===== config.mk =====
export PLATFORM = sky130hd
export DESIGN_NAME = decompose_l3
export DESIGN_NICKNAME = d
export VERILOG_FILES = /design/src/rtl/decompose_l3.sv
export SDC_FILE = /design/constraint.sdc
export NUM_CORES = 1
export LEC_CHECK = 0
export CORE_AREA = 2 2 152 154
export CTS_CLUSTER_SIZE = 20
export DETAILED_ROUTE_END_ITERATION = 12
export DIE_AREA = 0 0 154 156
export PLACE_DENSITY_LB_ADDON = 0.3
export RECOVER_POWER = 25
export SLEW_MARGIN = 30
export SYNTH_ARGS = -nofsm -noshare
export SYNTH_HDL_FRONTEND = slang
export SYNTH_SLANG_ARGS = --single-unit

===== constraint.sdc =====
create_clock -name clk -period 2 [get_ports clk]
set_clock_uncertainty 0.15 [all_clocks]
set_input_delay 0.2 -clock clk [delete_from_list [all_inputs] [get_ports clk]]
set_output_delay 0.2 -clock clk [all_outputs]
set_load 0.02 [all_outputs]

===== src/rtl/decompose_l3.sv =====
// Level-3 wavelet analysis stage: four a2 samples per beat in, two a3 and two d3
// coefficients out through an 8-tap low/high-pass filter bank with decimation by 2.
module decompose_l3 #(
  parameter int INTERNAL_WIDTH = 48,
  parameter int COEF_WIDTH     = 25,
  parameter int COEF_FRAC      = 23,
  parameter logic signed [COEF_WIDTH-1:0] DEC_L0 = '0,
  parameter logic signed [COEF_WIDTH-1:0] DEC_L1 = '0,
  parameter logic signed [COEF_WIDTH-1:0] DEC_L2 = '0,
  parameter logic signed [COEF_WIDTH-1:0] DEC_L3 = '0,
  parameter logic signed [COEF_WIDTH-1:0] DEC_L4 = '0,
  parameter logic signed [COEF_WIDTH-1:0] DEC_L5 = '0,
  parameter logic signed [COEF_WIDTH-1:0] DEC_L6 = '0,
  parameter logic signed [COEF_WIDTH-1:0] DEC_L7 = '0,
  parameter logic signed [COEF_WIDTH-1:0] DEC_H0 = '0,
  parameter logic signed [COEF_WIDTH-1:0] DEC_H1 = '0,
  parameter logic signed [COEF_WIDTH-1:0] DEC_H2 = '0,
  parameter logic signed [COEF_WIDTH-1:0] DEC_H3 = '0,
  parameter logic signed [COEF_WIDTH-1:0] DEC_H4 = '0,
  parameter logic signed [COEF_WIDTH-1:0] DEC_H5 = '0,
  parameter logic signed [COEF_WIDTH-1:0] DEC_H6 = '0,
  parameter logic signed [COEF_WIDTH-1:0] DEC_H7 = '0
) (
  input  logic                             clk,
  input  logic                             rst,
  input  logic                             clr,
  input  logic                             din_valid,
  input  logic signed [INTERNAL_WIDTH-1:0] a2_0,
  input  logic signed [INTERNAL_WIDTH-1:0] a2_1,
  input  logic signed [INTERNAL_WIDTH-1:0] a2_2,
  input  logic signed [INTERNAL_WIDTH-1:0] a2_3,
  output logic                             dout_valid,
  output logic signed [INTERNAL_WIDTH-1:0] a3_0,
  output logic signed [INTERNAL_WIDTH-1:0] a3_1,
  output logic signed [INTERNAL_WIDTH-1:0] d3_0,
  output logic signed [INTERNAL_WIDTH-1:0] d3_1
);

  localparam int PW = INTERNAL_WIDTH + COEF_WIDTH;
  localparam int SW = PW + 3;
  localparam logic signed [COEF_WIDTH-1:0] C_TAP [2][8] = '{
    '{DEC_L0, DEC_L1, DEC_L2, DEC_L3, DEC_L4, DEC_L5, DEC_L6, DEC_L7},
    '{DEC_H0, DEC_H1, DEC_H2, DEC_H3, DEC_H4, DEC_H5, DEC_H6, DEC_H7}
  };

  logic signed [INTERNAL_WIDTH-1:0] r_hist [6];
  logic [1:0]                       r_warm;
  logic                             w_valid_s0;
  logic signed [INTERNAL_WIDTH-1:0] w_win [10];
  logic signed [INTERNAL_WIDTH-1:0] w_tap [4][8];
  logic signed [PW-1:0]             r_prod [4][8];
  logic signed [SW-1:0]             w_sum [4];
  logic signed [SW-1:0]             r_sum [4];
  logic                             r_valid_s1;
  logic                             r_valid_s2;
  logic                             r_dout_valid;
  logic signed [INTERNAL_WIDTH-1:0] r_out [4];

  // Window w_win[k] = x[4j-6+k]; group g: bit0 selects phase p, bit1 selects high-pass.
  always_comb begin
    for (int k = 0; k < 6; k++) begin
      w_win[k] = r_hist[k];
    end
    w_win[6] = a2_0;
    w_win[7] = a2_1;
    w_win[8] = a2_2;
    w_win[9] = a2_3;
    for (int g = 0; g < 4; g++) begin
      for (int n = 0; n < 8; n++) begin
        w_tap[g][n] = w_win[(((g % 2) == 1) ? 9 : 7) - n];
      end
    end
    w_valid_s0 = din_valid & ~clr & (r_warm == 2'd2);
  end

  always_ff @(posedge clk) begin
    if (rst || clr) begin
      for (int k = 0; k < 6; k++) r_hist[k] <= '0;
      r_warm <= 2'd0;
    end else if (din_valid) begin
      for (int k = 0; k < 6; k++) r_hist[k] <= w_win[k + 4];
      if (r_warm != 2'd2) r_warm <= r_warm + 2'd1;
    end
  end

  always_ff @(posedge clk) begin
    if (rst || clr) begin
      r_valid_s1   <= 1'b0;
      r_valid_s2   <= 1'b0;
      r_dout_valid <= 1'b0;
    end else begin
      r_valid_s1   <= w_valid_s0;
      r_valid_s2   <= r_valid_s1;
      r_dout_valid <= r_valid_s2;
    end
  end

  always_ff @(posedge clk) begin
    if (rst) begin
      for (int g = 0; g < 4; g++)
        for (int n = 0; n < 8; n++) r_prod[g][n] <= '0;
    end else if (w_valid_s0) begin
      for (int g = 0; g < 4; g++)
        for (int n = 0; n < 8; n++)
          r_prod[g][n] <= PW'(w_tap[g][n]) * PW'(C_TAP[g / 2][n]);
    end
  end

  always_comb begin
    for (int g = 0; g < 4; g++) begin
      w_sum[g] = '0;
      for (int n = 0; n < 8; n++) begin
        w_sum[g] = w_sum[g] + SW'(r_prod[g][n]);
      end
    end
  end

  always_ff @(posedge clk) begin
    if (rst) begin
      for (int g = 0; g < 4; g++) r_sum[g] <= '0;
    end else if (r_valid_s1) begin
      for (int g = 0; g < 4; g++) r_sum[g] <= w_sum[g];
    end
  end

  // Arithmetic shift floors toward -inf; the width cast wraps on overflow. clr freezes the outputs.
  always_ff @(posedge clk) begin
    if (rst) begin
      for (int g = 0; g < 4; g++) r_out[g] <= '0;
    end else if (r_valid_s2 && !clr) begin
      for (int g = 0; g < 4; g++) r_out[g] <= INTERNAL_WIDTH'(r_sum[g] >>> COEF_FRAC);
    end
  end

  assign dout_valid = r_dout_valid;
  assign a3_0       = r_out[0];
  assign a3_1       = r_out[1];
  assign d3_0       = r_out[2];
  assign d3_1       = r_out[3];

endmodule


==> Word-level counts from Yosys, hierarchy flattened <==
Memory sizes are Yosys's and may differ from the RTL's.
Cells that the tools add are included.
{ "totals": {"elab_cells": 68, "ramBits": 496, "out_inout_bits": 193, "reg_bits": 5, "n_memories": 2, "in_bits": 196} }
{ "op_classes": {"addsub": 29, "n_eq_ne": 2, "reduce_logical": 4, "n_bitwise": 11, "muxes": 16} }
{ "memory_table": {"columns": ["name", "words", "word_bits", "rd", "rd_ports_with_merged_regs", "wr", "line_no", "source"], "rows": [
  ["r_sum", 4, 76, 4, 0, 4, "53", "logic signed [SW-1:0] r_sum [4];"],
  ["r_out", 4, 48, 4, 0, 4, "57", "logic signed [INTERNAL_WIDTH-1:0] r_out [4];"]
]} }
{ "ops": {"columns": ["cell", "n"], "rows": [
  ["$add 76x73->76 const B", 16],
  ["$add 75x73->76 const B", 4],
  ["$mux 76", 4],
  ["$add 74x73->75 const B", 4],
  ["$add 73x73->74 const AB", 4],
  ["$mux 48", 4],
  ["$mux 1", 8],
  ["$or 1x1->1", 8],
  ["$add 2x1->2 const B", 1],
  ["$and 1x1->1", 2],
  ["$eq 2x2->1 const B", 1],
  ["$ne 2x2->1 const B", 1],
  ["$reduce_and 2->1", 1],
  ["$logic_and 1x1->1", 1],
  ["$logic_not 1->1", 1],
  ["$logic_or 1x1->1", 1],
  ["$not 1->1", 1]
]} }

==> Longest topological paths before layout <==
{ "logic_depth": {"depth_word": 8, "depth_mapped": 5} }

==> Worst setup path before layout <==
Ideal clock, no wire load.
{ "synth_path": {"path_type": "register to register", "startpoint": "register r_warm[0]", "endpoint": "register r_warm[1]", "path_stages_with_launch": 6, "setup_time_ns": 0.103, "t_arrival_ns": 1.066, "required_time_ns": 1.747, "setup_slack_ns": 0.680, "path_cell_list": "dfxtp_1 -> inv_1 -> ha_1 -> nor2b_4 -> nor2_2 -> a2111oi_2"} }
{ "synth_via": {"elab_chain_len": 2} }
{ "synth_lines": {"columns": ["element", "line_no", "source"], "rows": [
  ["start: declaration", "47", "logic [1:0] r_warm;"],
  ["start signal: assignment", "82", "if (r_warm != 2'd2) r_warm <= r_warm + 2'd1;"],
  ["$ne 2x2->1", "82", null],
  ["$reduce_and 2->1 (no line)", null, null]
]} }
Several ways; a longest one is shown, not always the timed one.
A chain may end at the register's enable or synchronous reset.

==> Worst setup path after layout <==
{ "layout_path": {"startpoint": "register r_dout_valid (netlist: dout_valid)", "endpoint": "output port dout_valid"} }
{ "layout_rtl": {"columns": ["element", "line_no", "source"], "rows": [
  ["start: declaration", "56", "logic r_dout_valid;"],
  ["start signal: assignment", "94", "r_dout_valid <= r_valid_s2;"],
  ["end: declaration", "32", "output logic dout_valid,"]
]} }
No word-level cell between the ends.

==> summary.md <==
| Metric | Value |
|---|---|
| RSZ-0062 raised after global routing | `false` |
| TritonCTS clock tree | `yes` |
| DIE AREA | `0.02402 sq mm` |
| Sw Ratio | `51.62%` |
| Adder-cell share of the synthesized area | `less than 1%` |
| WP depth | `1` |
| Period utilization | `73.29%` |
| DRT Pass-1 Iters | `2` |
| Final setup violation count | `0` |
| Crit path capture type | `output port` |
| GRT Total Usage | `less than 1%` |
| DR vias/cell | `1.317` |
| Die Height | `156 um` |
| Reg-to-reg slack, setup | `0.61 ns` |
| Reg2reg path depth | `5` |
| Ranking of synthesized cells by area | `buf_4, dfxtp_1, a2111oi_2` |
| Placed Instances | `497` |
| Psw | `0.0004010 W` |
| Pleak | `0.7549 nW` |
| Setup CP Type | `register to output port` |
| CP startpoint kind | `register` |
| Seq cells post-synth | `5` |
| Vias in the first global route | `233` |
| Ys Warns | `0` |
| Vias post-DR | `660` |
| RePlAce Congestion | `0.5202` |
| Post-Syn Area | `0.001634 sq mm` |
| Commonest non-fill, non-tap cell in the layout | `conb_1` |
| CP Max Fanout | `1` |
| # diodes | `0` |
| Global-route wire length before repair | `1014 um` |
| Synthesis-to-finish area growth | `-15.16%` |
| Initial antenna violation count | `0` |
| CP bufs+invs | `1` |
| Routed Antenna Nets | `0` |
| Clock sink total | `5` |
| Setup TNS Final | `0 ns` |
| Hold Violations, Final | `0` |
| Post-synthesis simple-gate area fraction | `2.986%` |
| Main combinational cell family by area after synthesis | `buffers and inverters` |
| H-Tree Depth | `1` |
| CTS resizes | `0` |
| Slowest stage delay, CP | `0.59 ns` |
| Critical Path, Cell by Cell | `clkdlybuf4s50_1` |
| Avg Inst Size Synth | `7.819 sq um` |
| Hold Crit Class | `register to register` |
| Int Pwr | `0.0003759 W` |
| Synthesized instance count | `~210` |
| End of the critical path | `dout_valid` |
| I/O pins | `between 300 and 400` |
| Combinational share of power | `44.0%` |
| Synth top area share | `88.21%` |
| Worst-Skew Late Latency | `0.23 ns` |
| Root buffer cell | `clkbuf_16` |
| Total wire length | `1229 um` |
| Worst Setup SP | `dout_valid` |
| Hold buffers post-CTS | `0` |
| Synth area leader | `buf_4` |
| Detailed placement HPWL | `1151 um` |
| Post-CTS Setup Inserts | `0` |
| Largest net degree at the start of global routing | `5` |
| Die width | `154 um` |
| Layout cells sized above 1 | `3.704%` |
| Nets | `414` |
| Core area | `0.02237 sq mm` |
| Fmax | `0.6822 GHz` |
| PortBufs | `4` |
| Wirelength per Cell | `~2.5 um` |
| Total CTS buffers | `3` |
| R2R Path End | `r_warm[1]` |
| Initial DRC Count | `2` |
| MaxCap Viol Count | `0` |
| Worst EP required | `roughly 1.7 ns` |
| Sequential-to-total area share from yosys stat | `under 10%` |
| Status | `finished clean` |
| Row count | `55` |
| Initial Utilization | `~7.3%` |
| Crit path max-delay cell type | `clkdlybuf4s50_1` |
| DRC errors left | `0` |
| Worst EP arrival | `1.12 ns` |
| Reg2reg start | `r_warm[0]` |
| Gr ovfl total | `0` |
| Largest delay share family, worst path | `buffers and inverters` |
| Count of different cell masters after synthesis | `13` |
| Synth Area in Compound Gates | `0.9188%` |
| Non-Filler Instances | `501` |
| Sequential share of power | `13.4%` |
| PD cells | `560.4 mW/mm^2` |
| Max IR drop VDD | `0.1380 mV` |
| Clk pwr share | `42.7%` |
| Clk slew on worst S/H paths | `0.03 ns` |
| Fin crit period | `~1.5 ns` |
| XOR/XNOR share of the synthesized area | `less than 1%` |
| Mux cell area share after synthesis | `0%` |
| Slew Viols, Final | `0` |
| Clock buffer depth | `2` |
| Most frequent cells in the layout | `conb_1, dfxtp_1, clkbuf_16, clkdlybuf4s50_1, and2_1` |
-- sequential cells by signal, summed over array words and instances (netlist names) --
register	count
r_valid_s2	1
r_valid_s1	1
dout_valid	1
r_warm	2
-- synthesized netlist by cell type --
master,number
ha_1,1
a2111oi_2,1
conb_1,1
buf_4,192
nor2_2,1
and3_2,1
inv_1,1
and2_1,2
nor2_1,1
nor2b_4,1
xnor2_1,1
nor3_1,1
dfxtp_1,5
-- stage by stage --
| step | util [%] | instance area (sq um) | hold WS (ns) | worst slack, ns | power [W] |
|---|---|---|---|---|---|
| CTS | 6.199 | 1386 | 0.2744 | 0.5262 | 0.0007744 |
| global route | 6.199 | 1386 | 0.2880 | 0.5011 | 0.0008205 |
| global placement | 5.841 | 1306 | 0.2590 | 0.4979 | 0.0004377 |
| floorplan | - | 2351 | 0.1189 | 0.6802 | 0.0007173 |
| finish | 6.199 | 1386 | 0.2723 | 0.5342 | 0.0007770 |
| detailed placement | 5.841 | 1306 | 0.2660 | 0.5207 | 0.0004378 |
-- per-layer routing --
metal / vias up / wire, um / track usage, %
met4: 0 / 17 / 0.6676
li1: 260 / - / -
met2: 146 / 491 / 0.8969
met5: - / 0 / 0
met3: 2 / 473 / 0.3611
met1: 252 / 247 / 0.4166
-- kinds of logic after synthesis --
family,after synthesis
fa+ha+maj,1
xor+xnor,1
simple gates,7
buf+inv,193
compound gates,1
flops,5
other cells,1
-- worst min-delay path by stage --
stage,from,end,slack [ns],cells past startpoint
after global placement,r_valid_s2,dout_valid,0.26,1
after floorplan,rst,r_warm[1],0.12,1
final,r_valid_s1,r_valid_s2,0.27,1
after CTS,r_valid_s2,dout_valid,0.27,1
after global routing,r_valid_s2,dout_valid,0.29,1
after detailed placement,r_valid_s2,dout_valid,0.27,1
-- layout make-up --
cell class / count / area, sq um
inverters: 1 / 3.754
clock buffers: 3 / 75.07
clock inverters: 1 / 5.005
multi-input cells: 202 / 805.8
flip-flops and latches: 5 / 100.1
fillers: 2613 / 20980
repair buffers: 4 / 40.04
well taps: 285 / 356.6
-- power by group through the flow --
stage | logic (W) | registers, W | clock network (W)
after global placement | 0.000332 | 0.000105 | 0
after detailed placement | 0.000332 | 0.000106 | 0
after floorplan | 0.000612 | 0.000105 | 0
final | 0.000342 | 0.000104 | 0.000332
after global routing | 0.000365 | 0.000104 | 0.000352
after CTS | 0.000333 | 0.000104 | 0.000338
Note: power is estimated with default switching activity, not from simulation.
